**config.mk**
```make
export PLATFORM = sky130hd
export DESIGN_NAME = frame_tick_gen
export DESIGN_NICKNAME = d
export VERILOG_FILES = /design/src/rtl/frame_tick_gen.sv
export SDC_FILE = /design/constraint.sdc
export NUM_CORES = 1
export LEC_CHECK = 0
export ABC_AREA = 0
export CORE_MARGIN = 2
export CORE_UTILIZATION = 50
export DETAILED_ROUTE_END_ITERATION = 10
export DONT_BUFFER_PORTS = 1
export SYNTH_ARGS = -nofsm -noshare
export SYNTH_HDL_FRONTEND = slang
export SYNTH_SLANG_ARGS = --single-unit
```
**constraint.sdc**
```tcl
create_clock -name clk -period 2.6 [get_ports clk]
set_clock_uncertainty 0.2 [all_clocks]
set_input_delay 0.39 -clock clk [delete_from_list [all_inputs] [get_ports clk]]
set_output_delay 0.39 -clock clk [all_outputs]
set_load 0.05 [all_outputs]
```
**src/rtl/frame_tick_gen.sv**
```systemverilog
// ---------------------------------------------------------------------------
// frame_tick_gen: divides clk into one-cycle frame ticks and owns game level
// and derived speed_count. Optional macro FRAME_STATS_EN adds frame_total.
// Revision: 1.0
// ---------------------------------------------------------------------------
`default_nettype none

module frame_tick_gen #(
  parameter int DIV         = 833333,
  parameter int DIV_W       = 20,
  parameter int MAX_LEVEL   = 15,
  parameter int START_SPEED = 30,
  parameter int SPEED_STEP  = 2,
  parameter int MIN_SPEED   = 2
) (
  input  logic        clk,
  input  logic        reset,
  input  logic        run,
  input  logic        pause,
  input  logic        level_up,
  input  logic        restart,
  output logic        frame_tick,
  output logic [10:0] speed_count,
  output logic [3:0]  level
`ifdef FRAME_STATS_EN
  ,
  output logic [15:0] frame_total
`endif
);

  localparam logic [DIV_W-1:0] c_div_last    = DIV_W'(DIV - 1);
  localparam logic [3:0]       c_max_level   = 4'(MAX_LEVEL);
  localparam logic [10:0]      c_start_speed = 11'(START_SPEED);
  localparam logic [10:0]      c_min_speed   = 11'(MIN_SPEED);

  typedef enum logic [1:0] {
    ST_IDLE  = 2'd0,
    ST_RUN   = 2'd1,
    ST_PAUSE = 2'd2
  } state_t;

  state_t             state_q, state_d;
  logic [DIV_W-1:0]   div_q, div_d;
  logic               tick_q, tick_d;
  logic [3:0]         level_q, level_d;
  logic [10:0]        speed_q, speed_d;
  logic               w_count_en;
  logic               w_wrap;
  logic signed [31:0] w_speed_raw;

  always_comb begin
    state_d = state_q;
    case (state_q)
      ST_IDLE:  if (run) state_d = ST_RUN;
      ST_RUN: begin
        if (!run)       state_d = ST_IDLE;
        else if (pause) state_d = ST_PAUSE;
      end
      ST_PAUSE: begin
        if (!run)        state_d = ST_IDLE;
        else if (!pause) state_d = ST_RUN;
      end
      default:  state_d = ST_IDLE;
    endcase
  end

  // Count only while staying in RUN, so the transition cycle into RUN and a
  // falling run on the wrap cycle never advance the divider or tick.
  assign w_count_en = (state_q == ST_RUN) && run && !pause;
  assign w_wrap     = w_count_en && (div_q == c_div_last);

  always_comb begin
    div_d = div_q;
    if (restart || (state_d == ST_IDLE)) begin
      div_d = '0;
    end else if (w_wrap) begin
      div_d = '0;
    end else if (w_count_en) begin
      div_d = div_q + DIV_W'(1);
    end
  end

  assign tick_d = w_wrap && !restart;

  always_comb begin
    level_d = level_q;
    if (restart) begin
      level_d = '0;
    end else if (level_up && (level_q != c_max_level)) begin
      level_d = level_q + 4'd1;
    end
  end

  // Speed follows the registered level, giving one cycle of latency.
  assign w_speed_raw = START_SPEED - ($signed(32'(level_q)) * SPEED_STEP);

  always_comb begin
    speed_d = speed_q;
    if (restart) begin
      speed_d = c_start_speed;
    end else if (w_speed_raw < MIN_SPEED) begin
      speed_d = c_min_speed;
    end else begin
      speed_d = 11'(w_speed_raw);
    end
  end

  always_ff @(posedge clk or posedge reset) begin
    if (reset) begin
      state_q <= ST_IDLE;
      div_q   <= '0;
      tick_q  <= 1'b0;
      level_q <= '0;
      speed_q <= c_start_speed;
    end else begin
      state_q <= state_d;
      div_q   <= div_d;
      tick_q  <= tick_d;
      level_q <= level_d;
      speed_q <= speed_d;
    end
  end

  assign frame_tick  = tick_q;
  assign speed_count = speed_q;
  assign level       = level_q;

`ifdef FRAME_STATS_EN
  logic [15:0] total_q, total_d;

  always_comb begin
    total_d = total_q;
    if (restart) begin
      total_d = '0;
    end else if (tick_d) begin
      total_d = total_q + 16'd1;
    end
  end

  always_ff @(posedge clk or posedge reset) begin
    if (reset) begin
      total_q <= '0;
    end else begin
      total_q <= total_d;
    end
  end

  assign frame_total = total_q;
`endif

endmodule

`default_nettype wire

```
==> flow_metrics.py <==
metrics = {
    "logic_synthesis": {
        "ys_warn_count": 0,
        "synth_cell_type_count": 34,
        "synth_seq_cells": 31,
        "synth.top_cells.by_area": "dfrtp_1 41%, dfstp_2 6.4%, nor2_1 5.7%, xor2_1 5.3%, nand2_1 4.3%",
        "synthDominantCellAreaShare": 0.410,
        "yosys-top-cells-count": "27 x dfrtp_1, 25 x nor2_1, 19 x nand2_1",
        "async_reset_ff_frac": 1.00,
        "synth_edf_count": 0,
        "synth-main-ff-cell": "dfrtp_1",
        "synth_top_area_cell": "dfrtp_1",
        "synth_most_common_cell": "dfrtp_1",
        "syn_avg_cell_area_um2": 9.37,
        "netlist_instances": 176,
        "syn_area_um2": 1650,
        "ys_seq_area_frac": 0.473,
    },
    "route": {
        "drt_iter0_markers": 79,
        "dr_total_vias": 1239,
        "wl_per_cell_um": 12.9,
        "drc_errors": 0,
        "wirelength_mm": 3.03,
        "via_per_inst": 5.29,
        "final_antenna_net_count": 0,
        "first_pass_iters": 4,
    },
    "cells_and_area": {
        "fill_cells": 294,
        "diodes": 0,
        "synthToLayoutAreaGrowth_pct": 11.1,
        "fin_nets": 198,
        "layout-drive-gt1-share": 0.105,
        "multi_input_area_um2": 812,
        "seqCellArea_um2": 781,
    },
    "clock_tree": {
        "cts_tree": "yes",
        "clk_pin_slew_ns": 0.09,
        "postCtsSetupBuffers": 0,
        "clock_path_buffers": 2,
        "htree_num_levels": 2,
        "root_buffer": "clkbuf_4",
        "clkSinkCount": 31,
        "cts_buffers": 5,
        "clock_latency_ns": 0.33,
    },
    "pwr": {
        "power.share.sequential": 0.516,
        "p_total_mw": 0.976,
        "power_density_nw_per_um2": 533,
        "p_int_mw": 0.740,
        "irDropWorstVdd_uv": 371,
        "clock_power_share": 0.396,
        "power_frac_comb": 0.088,
        "switching_share": 0.242,
        "switchingPower_mw": 0.236,
        "p_leak_nw": 0.757,
    },
    "worst_hold_path": {
        "hp-class": "in -> reg",
        "hold_depth": 3,
    },
    "sta": {
        "fmax_mhz": 451,
        "holdWs_ns": 0.0440,
        "rsz0062_at_grt": "no",
        "setup_viol": 0,
        "setup-tns-final_ns": 0,
        "post-route-period-util": 0.854,
        "slew_headroom": 0.597,
        "timing.final.max_slew_violations": 0,
        "tightest_slew_ns": 0.604,
        "hold_violations": 0,
        "post-route-min-period_ns": 2.22,
    },
    "global_route": {
        "gr-usage-all-layers": 0.196,
        "grt_max_degree": 32,
        "antenna_found_initial": 0,
        "grt_pass1_wl_mm": 5.35,
        "grt_pass1_vias": 1165,
        "grt-ovfl-total": 0,
    },
    "floorplan": {
        "die_x_um": 61.4,
        "ios": 22,
        "die_height_um": 61.4,
        "design.core.area_um2": 3100,
        "row_count": 20,
        "start_util": 0.531,
        "dieArea_um2": 3770,
    },
    "status": {
        "status": "finished, final reports clean",
    },
    "worst_setup_path": {
        "critPathArrivalTime_ns": 2.23,
        "rr_worst_depth": 7,
        "required_ns": 2.61,
        "crit_path_end_kind": "register",
        "crit_type": "reg -> reg",
        "critPathMaxFanout": 18,
        "startpoint_type": "register",
    },
    "placed_design": {
        "port_buffers": 0,
        "place_congestion": 0.869,
        "dp_hpwl_mm": 2.20,
    },
    "job": {
        "drv_cap": 0,
    },
}
## critical path, stage by stage (launching register included)
cell,delay [ns]
dfrtp_1,0.43
inv_1,0.10
ha_1,0.16
or4bb_1,0.48
nor2_1,0.10
nand4_1,0.19
nand3_2,0.34
nor2_1,0.10
## per-stage QoR
step | setup slack, ns | util | area [µm²] | cells
6_report | 0.380 | 0.590 | 1830 | 234
5_1_grt | 0.182 | 0.590 | 1830 | 234
2_1_floorplan | 0.587 | - | 1670 | 182
4_1_cts | 0.341 | 0.584 | 1810 | 232
3_5_place_dp | 0.370 | 0.543 | 1690 | 220
3_3_place_gp | 0.513 | 0.543 | 1690 | 220
## power groups by stage
stage               Combinational [mW]  Clock (mW)  Sequential (mW)
CTS                             0.0843       0.395            0.504
detailed placement              0.0776           0            0.513
finish                          0.0855       0.386            0.504
global route                    0.0945       0.426            0.505
floorplan                       0.0617           0            0.525
global placement                0.0763           0            0.513
## layout make-up
class	instances	area share
flip-flops and latches	31	0.426
well taps	44	0.0301
clock buffers	6	0.0280
clock inverters	2	0.0191
inverters	4	0.00820
repair buffers	9	0.0451
multi-input cells	138	0.443
## state kept, by name, summed over array words and instances, names as in the netlist
| register | count |
|---|---|
| level | 4 |
| state_q | 2 |
| speed_count | 4 |
| frame_tick | 1 |
| div_q | 20 |
## path summary, 6_finish.rpt
path | startpoint | end | slack, ns
max | div_q[0] | div_q[16] | 0.38
min | restart | div_q[1] | 0.04
max reg2reg | div_q[0] | div_q[16] | 0.38
min reg2reg | div_q[19] | div_q[19] | 0.36
max in group asynchronous | reset | speed_count[4] | 1.51
min in group asynchronous | reset | div_q[14] | 0.36
## cells in the final DEF, fill, tap and decap left out, types with 5 or more instances in the layout
cell type and instances:
a21oi_1 7, and3_1 6, clkbuf_4 5, conb_1 7
dfrtp_1 27, dlygate4sd3_1 6, nand2_1 19, nand2b_1 5
nand3_1 10, nand4_1 9, nor2_1 25, xnor2_1 8
xor2_1 10
## cell families after synthesis
group           count (synthesis)  share of synthesized area
xor+xnor                       18                     0.0956
compound gates                 12                     0.0448
mux                             1                    0.00683
other cells                     1                    0.00227
flops                          31                      0.473
fa+ha+maj                       3                     0.0228
buf+inv                        13                     0.0478
simple gates                   97                      0.307
## what timing repair did
| action | 4_1_cts | 5_1_grt |
|---|---|---|
| hold buffers | 4 | 2 |
| resized for setup | 0 | 0 |
| hold endpoints to repair | 37 | 1 |
## per-layer routing
| layer | GRT usage | routed length, µm |
|---|---|---|
| met1 | 0.250 | 1440 |
| met2 | 0.309 | 1410 |
| met3 | 0.0651 | 134 |
| met4 | 0.0821 | 48 |
| met5 | 0 | 0 |
(Power assumes the default switching activity.)
